[config.mk]
export PLATFORM = sky130hd
export DESIGN_NAME = axil_mmio_bridge
export DESIGN_NICKNAME = d
export VERILOG_FILES = /design/src/rtl/axil_mmio_bridge.sv
export SDC_FILE = /design/constraint.sdc
export NUM_CORES = 1
export LEC_CHECK = 0
export ABC_CLOCK_PERIOD_IN_PS = 3300
export CAP_MARGIN = 20
export CORE_AREA = 3 3 306 308
export DETAILED_ROUTE_END_ITERATION = 10
export DIE_AREA = 0 0 309 311
export DONT_BUFFER_PORTS = 1
export GPL_ROUTABILITY_DRIVEN = 0
export PLACE_DENSITY = 0.35
export SLEW_MARGIN = 20
export SYNTH_ARGS = -nofsm -noshare
export SYNTH_HDL_FRONTEND = slang
export SYNTH_SLANG_ARGS = --single-unit
[constraint.sdc]
create_clock -name aclk -period 3.3 [get_ports aclk]
set_input_delay 0.495 -clock aclk [delete_from_list [all_inputs] [get_ports aclk]]
set_output_delay 0.495 -clock aclk [all_outputs]
set_load 0.05 [all_outputs]
[src/rtl/axil_mmio_bridge.sv]
// AXI4-Lite slave that forwards single accesses to an array of MMIO slots.
// One transaction in flight; each slot access is bounded by a timeout.
module axil_mmio_bridge #(
    parameter int unsigned NUM_SLOTS      = 16,
    parameter int unsigned REG_ADDR_W     = 8,
    parameter int unsigned BASE_PAGE      = 16'h4600,
    parameter int unsigned TIMEOUT_CYCLES = 255
) (
    input  logic                      aclk,
    input  logic                      arst_n,
    input  logic [31:0]               S_AXI_awaddr,
    input  logic [2:0]                S_AXI_awprot,
    input  logic                      S_AXI_awvalid,
    output logic                      S_AXI_awready,
    input  logic [31:0]               S_AXI_wdata,
    input  logic [3:0]                S_AXI_wstrb,
    input  logic                      S_AXI_wvalid,
    output logic                      S_AXI_wready,
    output logic [1:0]                S_AXI_bresp,
    output logic                      S_AXI_bvalid,
    input  logic                      S_AXI_bready,
    input  logic [31:0]               S_AXI_araddr,
    input  logic [2:0]                S_AXI_arprot,
    input  logic                      S_AXI_arvalid,
    output logic                      S_AXI_arready,
    output logic [31:0]               S_AXI_rdata,
    output logic [1:0]                S_AXI_rresp,
    output logic                      S_AXI_rvalid,
    input  logic                      S_AXI_rready,
    output logic [NUM_SLOTS-1:0]      slot_chip_select,
    output logic                      slot_read,
    output logic                      slot_write,
    output logic [REG_ADDR_W-1:0]     slot_reg_addr,
    output logic [31:0]               slot_wr_data,
    output logic [3:0]                slot_wr_strb,
    input  logic [NUM_SLOTS*32-1:0]   slot_rd_data,
    input  logic [NUM_SLOTS-1:0]      slot_wr_done,
    input  logic [NUM_SLOTS-1:0]      slot_rd_done,
    input  logic [NUM_SLOTS-1:0]      slot_slave_error,
    input  logic [NUM_SLOTS-1:0]      slot_decode_error
);

    localparam int TW = (TIMEOUT_CYCLES > 1) ? $clog2(TIMEOUT_CYCLES) : 1;
    localparam logic [1:0] RESP_OKAY   = 2'b00;
    localparam logic [1:0] RESP_SLVERR = 2'b10;
    localparam logic [1:0] RESP_DECERR = 2'b11;

    typedef enum logic [2:0] {
        IDLE, WR_DATA, WR_ACCESS, WR_RESP, RD_ACCESS, RD_RESP
    } state_t;

    state_t                state_reg, state_next;
    logic [31:0]           addr_reg;
    logic [31:0]           wdata_reg;
    logic [3:0]            wstrb_reg;
    logic [1:0]            resp_reg;
    logic [31:0]           rdata_reg;
    logic [TW-1:0]         timer_reg;
    logic                  last_wr_reg;

    logic [7:0]            slot_idx;
    logic [NUM_SLOTS-1:0]  slot_sel;
    logic [31:0]           sel_rdata;
    logic                  sel_done, sel_slverr, sel_decerr;
    logic                  timed_out, grant_wr, aw_hs, ar_hs, mapped_lat;
    logic                  unused_prot;

    assign unused_prot = ^{S_AXI_awprot, S_AXI_arprot};

    // Page must match exactly and slot index must fall inside the populated range.
    function automatic logic is_mapped(input logic [31:0] a);
        logic [31:0] page;
        logic [7:0]  idx;
        page = a >> (REG_ADDR_W + 8);
        idx  = a[REG_ADDR_W+7 -: 8];
        return (page == 32'(BASE_PAGE)) && ({1'b0, idx} < 9'(NUM_SLOTS));
    endfunction

    assign slot_idx   = addr_reg[REG_ADDR_W+7 -: 8];
    assign mapped_lat = is_mapped(addr_reg);

    generate
        for (genvar gi = 0; gi < int'(NUM_SLOTS); gi++) begin : g_sel
            assign slot_sel[gi] = (slot_idx == 8'(gi));
        end
    endgenerate

    always_comb begin
        sel_rdata = '0;
        for (int i = 0; i < int'(NUM_SLOTS); i++) begin
            if (slot_sel[i]) sel_rdata = slot_rd_data[i*32 +: 32];
        end
    end

    assign sel_done   = (state_reg == WR_ACCESS) ? |(slot_wr_done & slot_sel)
                                                 : |(slot_rd_done & slot_sel);
    assign sel_slverr = |(slot_slave_error & slot_sel);
    assign sel_decerr = |(slot_decode_error & slot_sel);
    assign timed_out  = (timer_reg == TW'(TIMEOUT_CYCLES - 1));

    // Round-robin: on a tie (or with nothing pending) favour the channel not served last.
    always_comb begin
        if (S_AXI_awvalid && S_AXI_arvalid) grant_wr = !last_wr_reg;
        else if (S_AXI_awvalid)             grant_wr = 1'b1;
        else if (S_AXI_arvalid)             grant_wr = 1'b0;
        else                                grant_wr = !last_wr_reg;
    end

    assign aw_hs = (state_reg == IDLE) && grant_wr && S_AXI_awvalid;
    assign ar_hs = (state_reg == IDLE) && !grant_wr && S_AXI_arvalid;

    always_comb begin
        state_next       = state_reg;
        S_AXI_awready    = 1'b0;
        S_AXI_arready    = 1'b0;
        S_AXI_wready     = 1'b0;
        S_AXI_bvalid     = 1'b0;
        S_AXI_rvalid     = 1'b0;
        slot_write       = 1'b0;
        slot_read        = 1'b0;
        slot_chip_select = '0;
        case (state_reg)
            IDLE: begin
                S_AXI_awready = grant_wr;
                S_AXI_arready = !grant_wr;
                if (aw_hs)      state_next = WR_DATA;
                else if (ar_hs) state_next = is_mapped(S_AXI_araddr) ? RD_ACCESS : RD_RESP;
            end
            WR_DATA: begin
                S_AXI_wready = 1'b1;
                if (S_AXI_wvalid) begin
                    if (mapped_lat && (S_AXI_wstrb != 4'h0)) state_next = WR_ACCESS;
                    else                                     state_next = WR_RESP;
                end
            end
            WR_ACCESS: begin
                slot_write       = 1'b1;
                slot_chip_select = slot_sel;
                if (sel_done || timed_out) state_next = WR_RESP;
            end
            RD_ACCESS: begin
                slot_read        = 1'b1;
                slot_chip_select = slot_sel;
                if (sel_done || timed_out) state_next = RD_RESP;
            end
            WR_RESP: begin
                S_AXI_bvalid = 1'b1;
                if (S_AXI_bready) state_next = IDLE;
            end
            RD_RESP: begin
                S_AXI_rvalid = 1'b1;
                if (S_AXI_rready) state_next = IDLE;
            end
            default: state_next = IDLE;
        endcase
    end

    always_ff @(posedge aclk or negedge arst_n) begin
        if (!arst_n) begin
            state_reg   <= IDLE;
            addr_reg    <= '0;
            wdata_reg   <= '0;
            wstrb_reg   <= '0;
            resp_reg    <= RESP_OKAY;
            rdata_reg   <= '0;
            timer_reg   <= '0;
            last_wr_reg <= 1'b0;
        end else begin
            state_reg <= state_next;
            case (state_reg)
                IDLE: begin
                    timer_reg <= '0;
                    if (aw_hs) begin
                        addr_reg    <= S_AXI_awaddr;
                        last_wr_reg <= 1'b1;
                    end else if (ar_hs) begin
                        addr_reg    <= S_AXI_araddr;
                        last_wr_reg <= 1'b0;
                        rdata_reg   <= '0;
                        resp_reg    <= is_mapped(S_AXI_araddr) ? RESP_OKAY : RESP_DECERR;
                    end
                end
                WR_DATA: begin
                    if (S_AXI_wvalid) begin
                        wdata_reg <= S_AXI_wdata;
                        wstrb_reg <= S_AXI_wstrb;
                        resp_reg  <= mapped_lat ? RESP_OKAY : RESP_DECERR;
                    end
                end
                WR_ACCESS, RD_ACCESS: begin
                    if (sel_done) begin
                        resp_reg <= sel_slverr ? RESP_SLVERR :
                                    sel_decerr ? RESP_DECERR : RESP_OKAY;
                        if (state_reg == RD_ACCESS) rdata_reg <= sel_rdata;
                    end else if (timed_out) begin
                        resp_reg  <= RESP_SLVERR;
                        rdata_reg <= '0;
                    end else begin
                        timer_reg <= timer_reg + TW'(1);
                    end
                end
                default: ;
            endcase
        end
    end

    assign S_AXI_bresp   = resp_reg;
    assign S_AXI_rresp   = resp_reg;
    assign S_AXI_rdata   = rdata_reg;
    assign slot_reg_addr = addr_reg[REG_ADDR_W-1:0];
    assign slot_wr_data  = wdata_reg;
    assign slot_wr_strb  = wstrb_reg;

endmodule

* Yosys cells after proc, flatten, opt, wreduce, memory -nomap -nowiden
Index checks and enable logic that the tools add are counted.
** Word-level totals
- Flip-flop bits (word level) :: 114
- Bits in latches :: 0
- RAM bits :: 0
- Memory bits (read-only) :: 0
- Input port bits :: 689
- Output and inout bits :: 103
- Logic and storage cells :: 139
- Memories :: 0
** Operators by class
- Add/sub/neg operators :: 1
- Multiply operators :: 0
- Divide/modulo/power cells :: 0
- Order comparisons :: 2
- Eq/ne operators :: 35
- Shift-type cells :: 0
- Mux-type cells :: 61
- Bitwise logic cells :: 4
- Reduce and logical (&&, ||, !) cells :: 28
** Operators with widths (count)
- 32-bit two-way mux :: 23
- 16-bit bitwise AND :: 4
- 8-bit by 4-bit == test with 1-bit output, second input constant :: 8
- 32-bit case mux with 2 select lines :: 1
- 16-bit OR reduction :: 4
- 16-bit by 15-bit == test with 1-bit output, second input constant :: 2
- 8-bit by 3-bit == test with 1-bit output, second input constant :: 4
- 3-bit two-way mux :: 7
- 2-bit two-way mux :: 9
- 3-bit case mux with 6 select lines :: 1
- 8-bit by 2-bit == test with 1-bit output, second input constant :: 2
- 8-bit by 5-bit < comparator with 1-bit output, second input constant :: 2
- 16-bit two-way mux :: 1
- 8-bit two-way mux :: 2
- 2-bit inequality test, second input constant :: 8
- 8-bit case mux with 2 select lines :: 1
- 1-bit two-way mux :: 15
- 5-bit AND reduction :: 2
- 8-bit by 1-bit adder with 8-bit output, second input constant :: 1
- 8-bit by 1-bit == test with 1-bit output, second input constant :: 1
- 8-bit == test, second input constant :: 1
- 1-bit logical AND :: 8
- 8-bit logical NOT :: 1
- 3-bit by 2-bit == test with 1-bit output, second input constant :: 2
- other kinds (17) :: 21

* Longest topological paths before layout
Gate-level depths: netlist of the first run.
- Word-level depth :: 20
- Mapped depth :: 11
- Gate-level depth less buffers :: 9

* Worst setup path before layout of the first run
Ideal clock, no wire load.
- Path type :: register to register
- Start point :: register state_reg[2]
- End point :: register wdata_reg[0], in the netlist slot_wr_data[0]
- Library setup time :: 125 ps
- Data arrival time :: 3277 ps
- Data required time :: 3175 ps
- Path slack :: -102 ps
- Cell stages (with the launch flop) :: 7
- Path buffers :: 3
- Period minus slack after synthesis :: 3402 ps
- Path through :: dfrtp_1 buf_1 nor3b_1 and2_1 clkbuf_1 clkbuf_1 mux2_2
** On the way
- Cells in the longest elaborated chain, start to end :: 2
** RTL lines
- start, declared :: RTL line 52 : state_t state_reg, state_next;
- start signal, assigned :: RTL line 169 : state_reg <= state_next;
- 3-bit by 1-bit == test with 1-bit output :: RTL line 170 : case (state_reg)
- 2-bit AND reduction (no line)
- end signal, assigned :: RTL line 185 : wdata_reg <= S_AXI_wdata;
- end, declared :: RTL line 54 : logic [31:0] wdata_reg;
No other way between the ends.
A chain may end at the register's enable or synchronous reset.

* Worst setup path in the final report of the first run
- Start point :: register addr_reg[9]
- End point :: register rdata_reg[26], in the netlist S_AXI_rdata[26]
** On the way
- Cells in the longest elaborated chain, start to end :: 20
- Elaborated cells on any way between the ends :: 43
- Those cells by class :: eq/ne: 17; mux: 20; bitwise: 2; reduce/logical: 4
** RTL lines
- start, declared :: RTL line 53 : logic [31:0] addr_reg;
- start signal, assigned :: RTL line 174 : addr_reg <= S_AXI_awaddr;
- start signal, assigned :: RTL line 177 : addr_reg <= S_AXI_araddr;
- 8-bit logical NOT :: RTL line 84 : assign slot_sel[gi] = (slot_idx == 8'(gi));
- 32-bit two-way mux (16 in a row) :: RTL line 91 : if (slot_sel[i]) sel_rdata = slot_rd_data[i*32 +: 32];
- 32-bit two-way mux :: RTL line 194 : if (state_reg == RD_ACCESS) rdata_reg <= sel_rdata;
- 32-bit two-way mux :: RTL line 191 : if (sel_done) begin
- 32-bit case mux with 2 select lines :: RTL line 170
- end signal, assigned :: RTL line 194
- end, declared :: RTL line 57 : logic [31:0] rdata_reg;
Parallel ways exist; a longest one is shown, timed or not. The select of a mux whose other input is x is not followed.

==> results.toml, run 1 <==
[floorplanning]
chipHeight_um = 311
die_w_um = 309
die_area_mm2 = 0.0961
pin_count = 792
start_util_pct = 11.1
rows = 111
core_mm2 = 0.0914

[critical_path]
crit_fanout = 21
critPathSlowestCell = "o21ai_0"
crit_top_cell = "o221ai_1"
cp_slowest_stage_delay_ns = 0.91
r2r_cells = 9
crit_chain = "buf_6 -> inv_2 -> buf_8 -> o21ai_0 -> o221ai_1 -> o221ai_1 -> nor2_1 -> o22ai_1 -> o2bb2ai_1"
worstSetupEndpointType = "flop"
worstSetupPathType = "reg2reg"
arrival_ns = 3.59
timing.rr.start = "addr_reg[9]"
r2r_setup_slack_ns = 0.07
critPathLaunchType = "flop"
rr_endpoint = "S_AXI_rdata[26]"
crit_required_ns = 3.66

[sta]
finalCritPeriodShare_pct = 98.0
slew-limit-headroom_pct = 23.1
rsz0062_at_grt = "true"
skew_ns = 0.0204
finalSetupTns_ns = 0
finalSetupViolCount = 0
tightest_slew_ns = 1.14
post-route-min-period_ns = 3.23
slew_viol_final = 0
hold_viol_final = 0
fmax_mhz = 309
setup_slack_ns = 0.0673

[clocking]
clkSinkCount = 114
path_clk_slew_ns = 0.07
cts-root-buf = "clkbuf_16"
cts_tree = "yes"
htree_levels = 4
clkLatencyLatePin_ns = 0.49
clockBufferDepth = 2
cts_buffers = 17

[drt]
drt_iter0_drc = 1047
viasPerCell = 4.56
vias = 11178
post_drt_wl_per_cell_um = 40.6
postRouteAntennaNets = 0
totalWireLength_mm = 99.7
first_pass_iters = 7
drc = 0

[place]
io_buffer_count = 0
post-place-ws_ns = -0.261
post-dp-hpwl_mm = 86.6

[grt]
overflow = 0
grt_start_max_net_pins = 115
grt_pass1_vias = 11785
gr-usage-all-layers_pct = 20.0
grt_antenna_before_repair = 75
grt_pass1_wl_mm = 125

[flow_run]
max_cap_viol_count = 0

[power]
p_sw_w = 0.00744
p_clk_share_pct = 15.4
power.internal_w = 0.00599
p_leak_nw = 4.93
peakVddDrop_uv = 485
p_seq_share_pct = 26.7
p_total_w = 0.0134
comb_power_share_pct = 57.9
switching_share_pct = 55.4
p_per_area_mw_per_mm2 = 1010

[hold_path]
worstHoldPathCells = 1
hp-start = "S_AXI_wdata[31]"
holdPathEnd = "slot_wr_data[31]"
hold_class = "in2reg"

[synth]
syn_nets = 1848
synth.distinct_cells = 69
synth_edf_count = 0
synthFlopType = "dfrtp_1"
synth_top_area_share_pct = 28.2
syn_avg_cell_area_um2 = 8.74
synth-async-reset-ratio_pct = 100
yosysSeqAreaShare_pct = 28.2
syn_inst = 1157
synth_area_leaders = "dfrtp_1, mux4_2, mux2i_1"
syn-cell-area_mm2 = 0.0101
synth_seq_cells = 114
yosys.area.top_type = "dfrtp_1"
yosysWarningCount = 0
synth_commonest_cells = "dfrtp_1, nor2_1, nand2_1"
yosysMostFrequentCell = "dfrtp_1"

[status]
outcome = "complete, no violations"

[finish]
fillerInstances = 10440
post-route-util_pct = 14.6
area.growth.synth_to_final_pct = 31.9
drive_above_1_share_pct = 26.4
nNetsFinal = 1907
## critical path, delay by kind of cell (launching register included)
family / cells / cell delay [ns]
flops: 1 / 0.53
compound gates: 5 / 1.72
simple gates: 1 / 0.10
buf+inv: 3 / 0.73
## metrics by stage
stage	cells	hold WS, ns	cell area, um2
5_1_grt	2438	0.125	13300
4_1_cts	2408	0.116	13200
3_3_place_gp	2367	0.203	12400
3_5_place_dp	2367	0.202	12400
6_report	2453	0.167	13300
2_1_floorplan	1157	0.199	10100
## worst max path at each step
stage / start / endpoint / slack, ns / cells after the start
5_1_grt: addr_reg[9] / slot_chip_select[1] / -0.04 / 7
3_3_place_gp: addr_reg[9] / S_AXI_bresp[0] / -0.28 / 9
4_1_cts: addr_reg[9] / slot_chip_select[1] / 0.01 / 7
3_5_place_dp: addr_reg[9] / S_AXI_bresp[0] / -0.26 / 9
2_1_floorplan: state_reg[0] / slot_chip_select[9] / 0.14 / 7
6_report: addr_reg[9] / S_AXI_rdata[26] / 0.07 / 9
## power by group through the flow
| stage | Clock (W) | Sequential, W | Combinational (W) |
|---|---|---|---|
| 5_1_grt | 0.00219 | 0.00366 | 0.00833 |
| 4_1_cts | 0.00215 | 0.00361 | 0.00790 |
| 3_3_place_gp | 0 | 0.00362 | 0.00765 |
| 3_5_place_dp | 0 | 0.00364 | 0.00772 |
| 6_report | 0.00207 | 0.00359 | 0.00777 |
| 2_1_floorplan | 0 | 0.00314 | 0.00451 |
## layer usage
layer	track usage (%)	vias to the layer above	routed length, um
met4	5.83	38	2740
met5	0	-	261
met2	35.6	707	50300
met1	21.6	5614	36900
li1	-	4674	-
met3	8.05	145	9440
## kinds of logic after synthesis
| kind of cell | Yosys count | share of synthesized area (%) |
|---|---|---|
| DFF | 114 | 28.2 |
| and+or+nand+nor | 367 | 17.6 |
| buffers and inverters | 131 | 5.74 |
| AOI/OAI and AO/OA | 383 | 25.9 |
| muxes | 156 | 21.9 |
| xor gates and xnor gates | 3 | 0.260 |
| adders and majority gates | 3 | 0.346 |
## repair_timing
item,in CTS,in global routing
setup buffers,7,7
hold buffers,2,0
endpoints found under the hold margin,114,0
gates resized for setup,20,3
endpoints found under the setup margin,27,16
pin swaps,3,4
## placed cells by master, fill, tap and decap left out, drive strengths merged, types with 41 or more instances in the layout
| master | netlist | layout |
|---|---|---|
| o21ai | 84 | 84 |
| mux4 | 47 | 47 |
| nand2 | 101 | 101 |
| mux2i | 58 | 58 |
| dfrtp | 114 | 114 |
| a21oi | 76 | 76 |
| nand3 | 43 | 43 |
| buf | 51 | 153 |
| nor2 | 111 | 111 |
| o22ai | 41 | 41 |
| mux2 | 51 | 51 |
## layout make-up
type	count	area [um2]	area share, %
antenna	38	95.1	0.712
clock buffer	19	453	3.39
clock inverter	13	175	1.31
inverter	17	67.6	0.506
multi-input combinational	912	6840	51.2
sequential	114	2860	21.4
tap	1186	1480	11.1
timing repair buffer	154	1370	10.3
No activity file was read; power rests on OpenSTA's default activity.
==> run 2: changes to the inputs <==
--- a/config.mk
+++ b/config.mk
@@ -7,9 +7,9 @@
 export LEC_CHECK = 0
 export ABC_CLOCK_PERIOD_IN_PS = 3300
 export CAP_MARGIN = 20
-export CORE_AREA = 3 3 306 308
+export CORE_AREA = 3 3 311 313
 export DETAILED_ROUTE_END_ITERATION = 10
-export DIE_AREA = 0 0 309 311
+export DIE_AREA = 0 0 314 316
 export DONT_BUFFER_PORTS = 1
 export GPL_ROUTABILITY_DRIVEN = 0
 export PLACE_DENSITY = 0.35
==> run 2 against run 1 <==
  * Final cell count grew 4.3%
  * Routed wire length shrank 0.25%
  * Die area grew 3.3%
  * Critical endpoint is now S_AXI_rdata[0]
  * Via count grew 1.1%
  * Non-clock buffer count grew 37
  * Clock power shrank 8%
==> results.toml, run 2 (synthesis gave the netlist of run 1 again) <==
[status]
outcome = "complete, no violations"

[clocking]
clockBufferDepth = 2
htree_levels = 4
path_clk_slew_ns = 0.07
clkSinkCount = 114
cts_tree = "yes"
cts-root-buf = "clkbuf_16"
clkLatencyLatePin_ns = 0.47
cts_buffers = 17

[hold_path]
holdPathEnd = "slot_wr_data[31]"
hold_class = "in2reg"
hp-start = "S_AXI_wdata[31]"
worstHoldPathCells = 1

[grt]
overflow = 0
gr-usage-all-layers_pct = 19.1
grt_pass1_vias = 11678
grt_start_max_net_pins = 115
grt_pass1_wl_mm = 123
grt_antenna_before_repair = 68

[critical_path]
rr_endpoint = "S_AXI_rdata[0]"
critPathSlowestCell = "or4_4"
crit_fanout = 16
arrival_ns = 3.57
crit_chain = "or4_4 -> buf_4 -> nor3_4 -> buf_6 -> buf_4 -> a32oi_1 -> and4_4 -> o21ai_4 -> o211ai_4 -> buf_12 -> clkbuf_16 -> a22o_1"
critPathLaunchType = "flop"
crit_top_cell = "buf_4"
timing.rr.start = "addr_reg[15]"
r2r_setup_slack_ns = 0.1
cp_slowest_stage_delay_ns = 0.59
r2r_cells = 12
crit_required_ns = 3.67
worstSetupEndpointType = "flop"
worstSetupPathType = "reg2reg"

[sta]
finalSetupViolCount = 0
hold_viol_final = 0
tightest_slew_ns = 1.02
slew_viol_final = 0
fmax_mhz = 312
post-route-min-period_ns = 3.20
finalCritPeriodShare_pct = 97.0
hold_slack_ns = 0.178
rsz0062_at_grt = "false"
slew-limit-headroom_pct = 31.8
skew_ns = 0.0134

[place]
io_buffer_count = 0
post-dp-hpwl_mm = 85.4

[floorplanning]
core_mm2 = 0.0946
start_util_pct = 10.7
die_area_mm2 = 0.0992
pin_count = 792
chipHeight_um = 316
rows = 113
die_w_um = 314

[finish]
post-route-util_pct = 14.5
nNetsFinal = 1944
area.growth.synth_to_final_pct = 35.4
final_common_cell = "buf_4"
multi_input_area_mm2 = 0.00681
drive_above_1_share_pct = 28.2
seq_area_mm2 = 0.00286
fillerInstances = 10723
mostFrequentLayoutCells = "buf_4, dfrtp_1, nor2_1"

[drt]
first_pass_iters = 5
vias = 11301
viasPerCell = 4.42
drt_iter0_drc = 854
drc = 0
post_drt_wl_per_cell_um = 38.9
postRouteAntennaNets = 0
totalWireLength_mm = 99.4

[power]
p_per_area_mw_per_mm2 = 1000
p_leak_nw = 5.08
peakVddDrop_uv = 419

[flow_run]
max_cap_viol_count = 0
run 2: cell count changes in the layout (fill, tap and decap cells not counted), moves of 3 or more:
cell / before / now
buf_4: 134 / 165
diode_2: 38 / 29
clkinv_4: 5 / 1
clkinvlp_4: 3 / 6
run 2: report_power, final:
| group | total [W] | switching, W | internal, W |
|---|---|---|---|
| clock network | 0.00190 | 0.000778 | 0.00112 |
| logic | 0.00826 | 0.00513 | 0.00314 |
| registers | 0.00359 | 0.00171 | 0.00189 |
run 2: through the flow:
| step | cell area, um2 | instances | TNS (ns) | total power (W) | setup slack, ns |
|---|---|---|---|---|---|
| floorplan | 10100 | 1157 | 0 | 0.00765 | 0.138 |
| global placement | 12800 | 2475 | -0.0774 | 0.0116 | -0.0196 |
| detailed placement | 12800 | 2475 | -0.474 | 0.0118 | -0.0451 |
| CTS | 13500 | 2516 | 0 | 0.0139 | 0.00726 |
| global route | 13700 | 2547 | 0 | 0.0145 | 0.00578 |
| finish | 13700 | 2559 | 0 | 0.0138 | 0.0980 |
run 2: layout make-up:
class / instances / share of cell area, %
multi-input combinational: 912 / 49.7
sequential: 114 / 20.9
inverter: 17 / 0.493
antenna: 29 / 0.530
clock inverter: 12 / 0.977
tap: 1265 / 11.6
clock buffer: 19 / 3.23
timing repair buffer: 191 / 12.7
run 2: repair_timing:
action,CTS,global route
hold endpoints to repair,114,0
setup buffers,7,13
setup endpoints to repair,29,28
gates cloned,1,1
pin swaps,3,4
gates resized for setup,6,7
hold buffers,2,0
run 2: critical path: cells and delay by family (launching register included):
family                 cells  cell delay [ns]
buffers and inverters      5             0.92
AOI/OAI and AO/OA          4             0.71
DFF                        1             0.43
and+or+nand+nor            3             1.04
run 2: worst max-delay path by stage:
stage,start,to,cells after the start
after floorplan,state_reg[0],slot_chip_select[9],7
after global placement,addr_reg[8],S_AXI_rdata[0],10
after detailed placement,addr_reg[8],S_AXI_rdata[7],10
after CTS,addr_reg[15],slot_chip_select[14],8
after global routing,addr_reg[8],S_AXI_rdata[0],11
final,addr_reg[15],S_AXI_rdata[0],12
run 2: metal layers:
metal	part of all wire (%)	up-vias	GRT usage [%]	routed length (um)
li1	-	4723	-	-
met1	37	5634	21.1	37200
met2	50	737	34.2	49900
met3	8.5	177	6.80	8440
met4	3.8	30	6.35	3760
met5	0.20	-	0	199
==> run 3: changes to the inputs <==
--- a/config.mk
+++ b/config.mk
@@ -8,11 +8,12 @@
 export ABC_CLOCK_PERIOD_IN_PS = 3300
 export CAP_MARGIN = 20
 export CORE_AREA = 3 3 311 313
+export CTS_CLUSTER_SIZE = 28
 export DETAILED_ROUTE_END_ITERATION = 10
 export DIE_AREA = 0 0 314 316
 export DONT_BUFFER_PORTS = 1
 export GPL_ROUTABILITY_DRIVEN = 0
-export PLACE_DENSITY = 0.35
+export PLACE_DENSITY = 0.31
 export SLEW_MARGIN = 20
 export SYNTH_ARGS = -nofsm -noshare
 export SYNTH_HDL_FRONTEND = slang
==> run 3 against run 2 <==
  * Clock skew up 0.0048 ns
  * Global-route usage down 0.22 points
  * Via count down 2.0%
  * Cell area down 1.6%
  * Sequential cell count unchanged
  * Critical path type unchanged
  * Critical endpoint is now S_AXI_rdata[15]
  * Largest cell class unchanged
==> results.toml, run 3 (synthesis gave the netlist of run 1 again) <==
[grt]
overflow = 0
grt_pass1_vias = 11554
grt_antenna_before_repair = 75
grt_pass1_wl_mm = 122
grt_start_max_net_pins = 115
gr-usage-all-layers_pct = 18.9

[critical_path]
arrival_ns = 3.54
critPathLaunchType = "flop"
rr_endpoint = "S_AXI_rdata[15]"
crit_required_ns = 3.64
worstSetupEndpointType = "flop"
worstSetupPathType = "reg2reg"
timing.rr.start = "addr_reg[8]"
r2r_cells = 9
r2r_setup_slack_ns = 0.11
crit_fanout = 43

[sta]
finalSetupViolCount = 0
slew_viol_final = 0
tightest_slew_ns = 1.06
finalSetupTns_ns = 0
post-route-min-period_ns = 3.19
skew_ns = 0.0182
hold_slack_ns = 0.178
fmax_mhz = 313
slew-limit-headroom_pct = 29.4
setup_slack_ns = 0.105
hold_viol_final = 0
finalCritPeriodShare_pct = 96.8
rsz0062_at_grt = "false"

[floorplanning]
die_area_mm2 = 0.0992
pin_count = 792
rows = 113
core_mm2 = 0.0946
die_w_um = 314
chipHeight_um = 316
start_util_pct = 10.7

[clocking]
cts_buffers = 17
clockBufferDepth = 2
clkLatencyLatePin_ns = 0.47
path_clk_slew_ns = 0.06
htree_levels = 4
cts_tree = "yes"
clkSinkCount = 114
cts-root-buf = "clkbuf_16"

[hold_path]
holdPathEnd = "slot_wr_strb[1]"
hp-start = "S_AXI_wstrb[1]"
worstHoldPathCells = 1
hold_class = "in2reg"

[flow_run]
max_cap_viol_count = 0

[finish]
mostFrequentLayoutCells = "buf_4, dfrtp_1, nor2_1"
nNetsFinal = 1913
drive_above_1_share_pct = 26.7
instances_no_fill = 2535
post-route-util_pct = 14.3
final_common_cell = "buf_4"
area.growth.synth_to_final_pct = 33.2

[status]
outcome = "complete, no violations"

[place]
dp.cells = 2451
post-place-ws_ns = -0.0220
post-dp-hpwl_mm = 85.6
io_buffer_count = 0

[drt]
vias = 11076
drt_iter0_drc = 795
drc = 0
totalWireLength_mm = 97.5
viasPerCell = 4.37
first_pass_iters = 5
postRouteAntennaNets = 0
post_drt_wl_per_cell_um = 38.4

[power]
p_leak_nw = 4.95
peakVddDrop_uv = 615
p_per_area_mw_per_mm2 = 978
-- run 3: cell types whose count changed in the layout (fill, tap and decap cells not counted), moves of 4 or more --
cell / before / now
buf_4: 165 / 133
nor2_1: 109 / 105
clkinv_4: 1 / 5
diode_2: 29 / 35
buf_6: 5 / 10
-- run 3: worst max-delay path by stage --
stage	start	end	slack, ns	depth (start not counted)
finish	addr_reg[8]	S_AXI_rdata[15]	0.11	9
global route	addr_reg[13]	S_AXI_bresp[0]	0.0007	9
CTS	addr_reg[12]	slot_chip_select[13]	-0.02	8
detailed placement	addr_reg[13]	S_AXI_rdata[11]	-0.02	11
global placement	addr_reg[13]	S_AXI_rdata[15]	-0.03	9
floorplan	state_reg[0]	slot_chip_select[9]	0.14	7
-- run 3: final cells by class --
cell class	count	area [um2]
fillers	10775	81100
multi-input cells	912	6830
flip-flops and latches	114	2860
well taps	1265	1580
repair buffers	160	1440
clock buffers	18	429
clock inverters	14	181
diodes	35	87.6
inverters	17	63.8
-- run 3: critical path: stages, from the launching register on --
cell and delay, ns:
dfrtp_4 0.44, buf_12 0.23, buf_12 0.31, mux2_2 0.38, a22oi_1 0.35, o221ai_1 0.30, o211ai_1 0.23, a31oi_1 0.18
a211o_1 0.34, a32o_1 0.27
-- run 3: power breakdown --
group | internal (W) | switching (W) | leakage [nW]
sequential | 0.00188 | 0.00164 | 1.45
clock | 0.00119 | 0.000793 | 0.289
combinational | 0.00284 | 0.00484 | 3.22
total | 0.00592 | 0.00727 | 4.95
-- run 3: repair_timing --
action                     4_1_cts  5_1_grt
setup endpoints to repair       13       13
pin swaps                        3        2
gates resized for setup         21        7
buffers inserted                10        6
hold endpoints to repair       114        0
hold buffers                     2        0
-- run 3: metal layers --
layer	GRT usage (%)	routed length, um	up-vias	share of wire, %
met1	19.9	35000	5471	36
met5	0	324	-	0.33
met3	7.76	9260	161	9.5
met2	34.2	50200	710	52
met4	6.20	2650	50	2.7
li1	-	-	4684	-
-- run 3: per-stage QoR --
step / area [um2] / total power [W]
6_report: 13500 / 0.0132
2_1_floorplan: 10100 / 0.00765
4_1_cts: 13300 / 0.0135
3_3_place_gp: 12500 / 0.0112
5_1_grt: 13400 / 0.0140
3_5_place_dp: 12500 / 0.0113
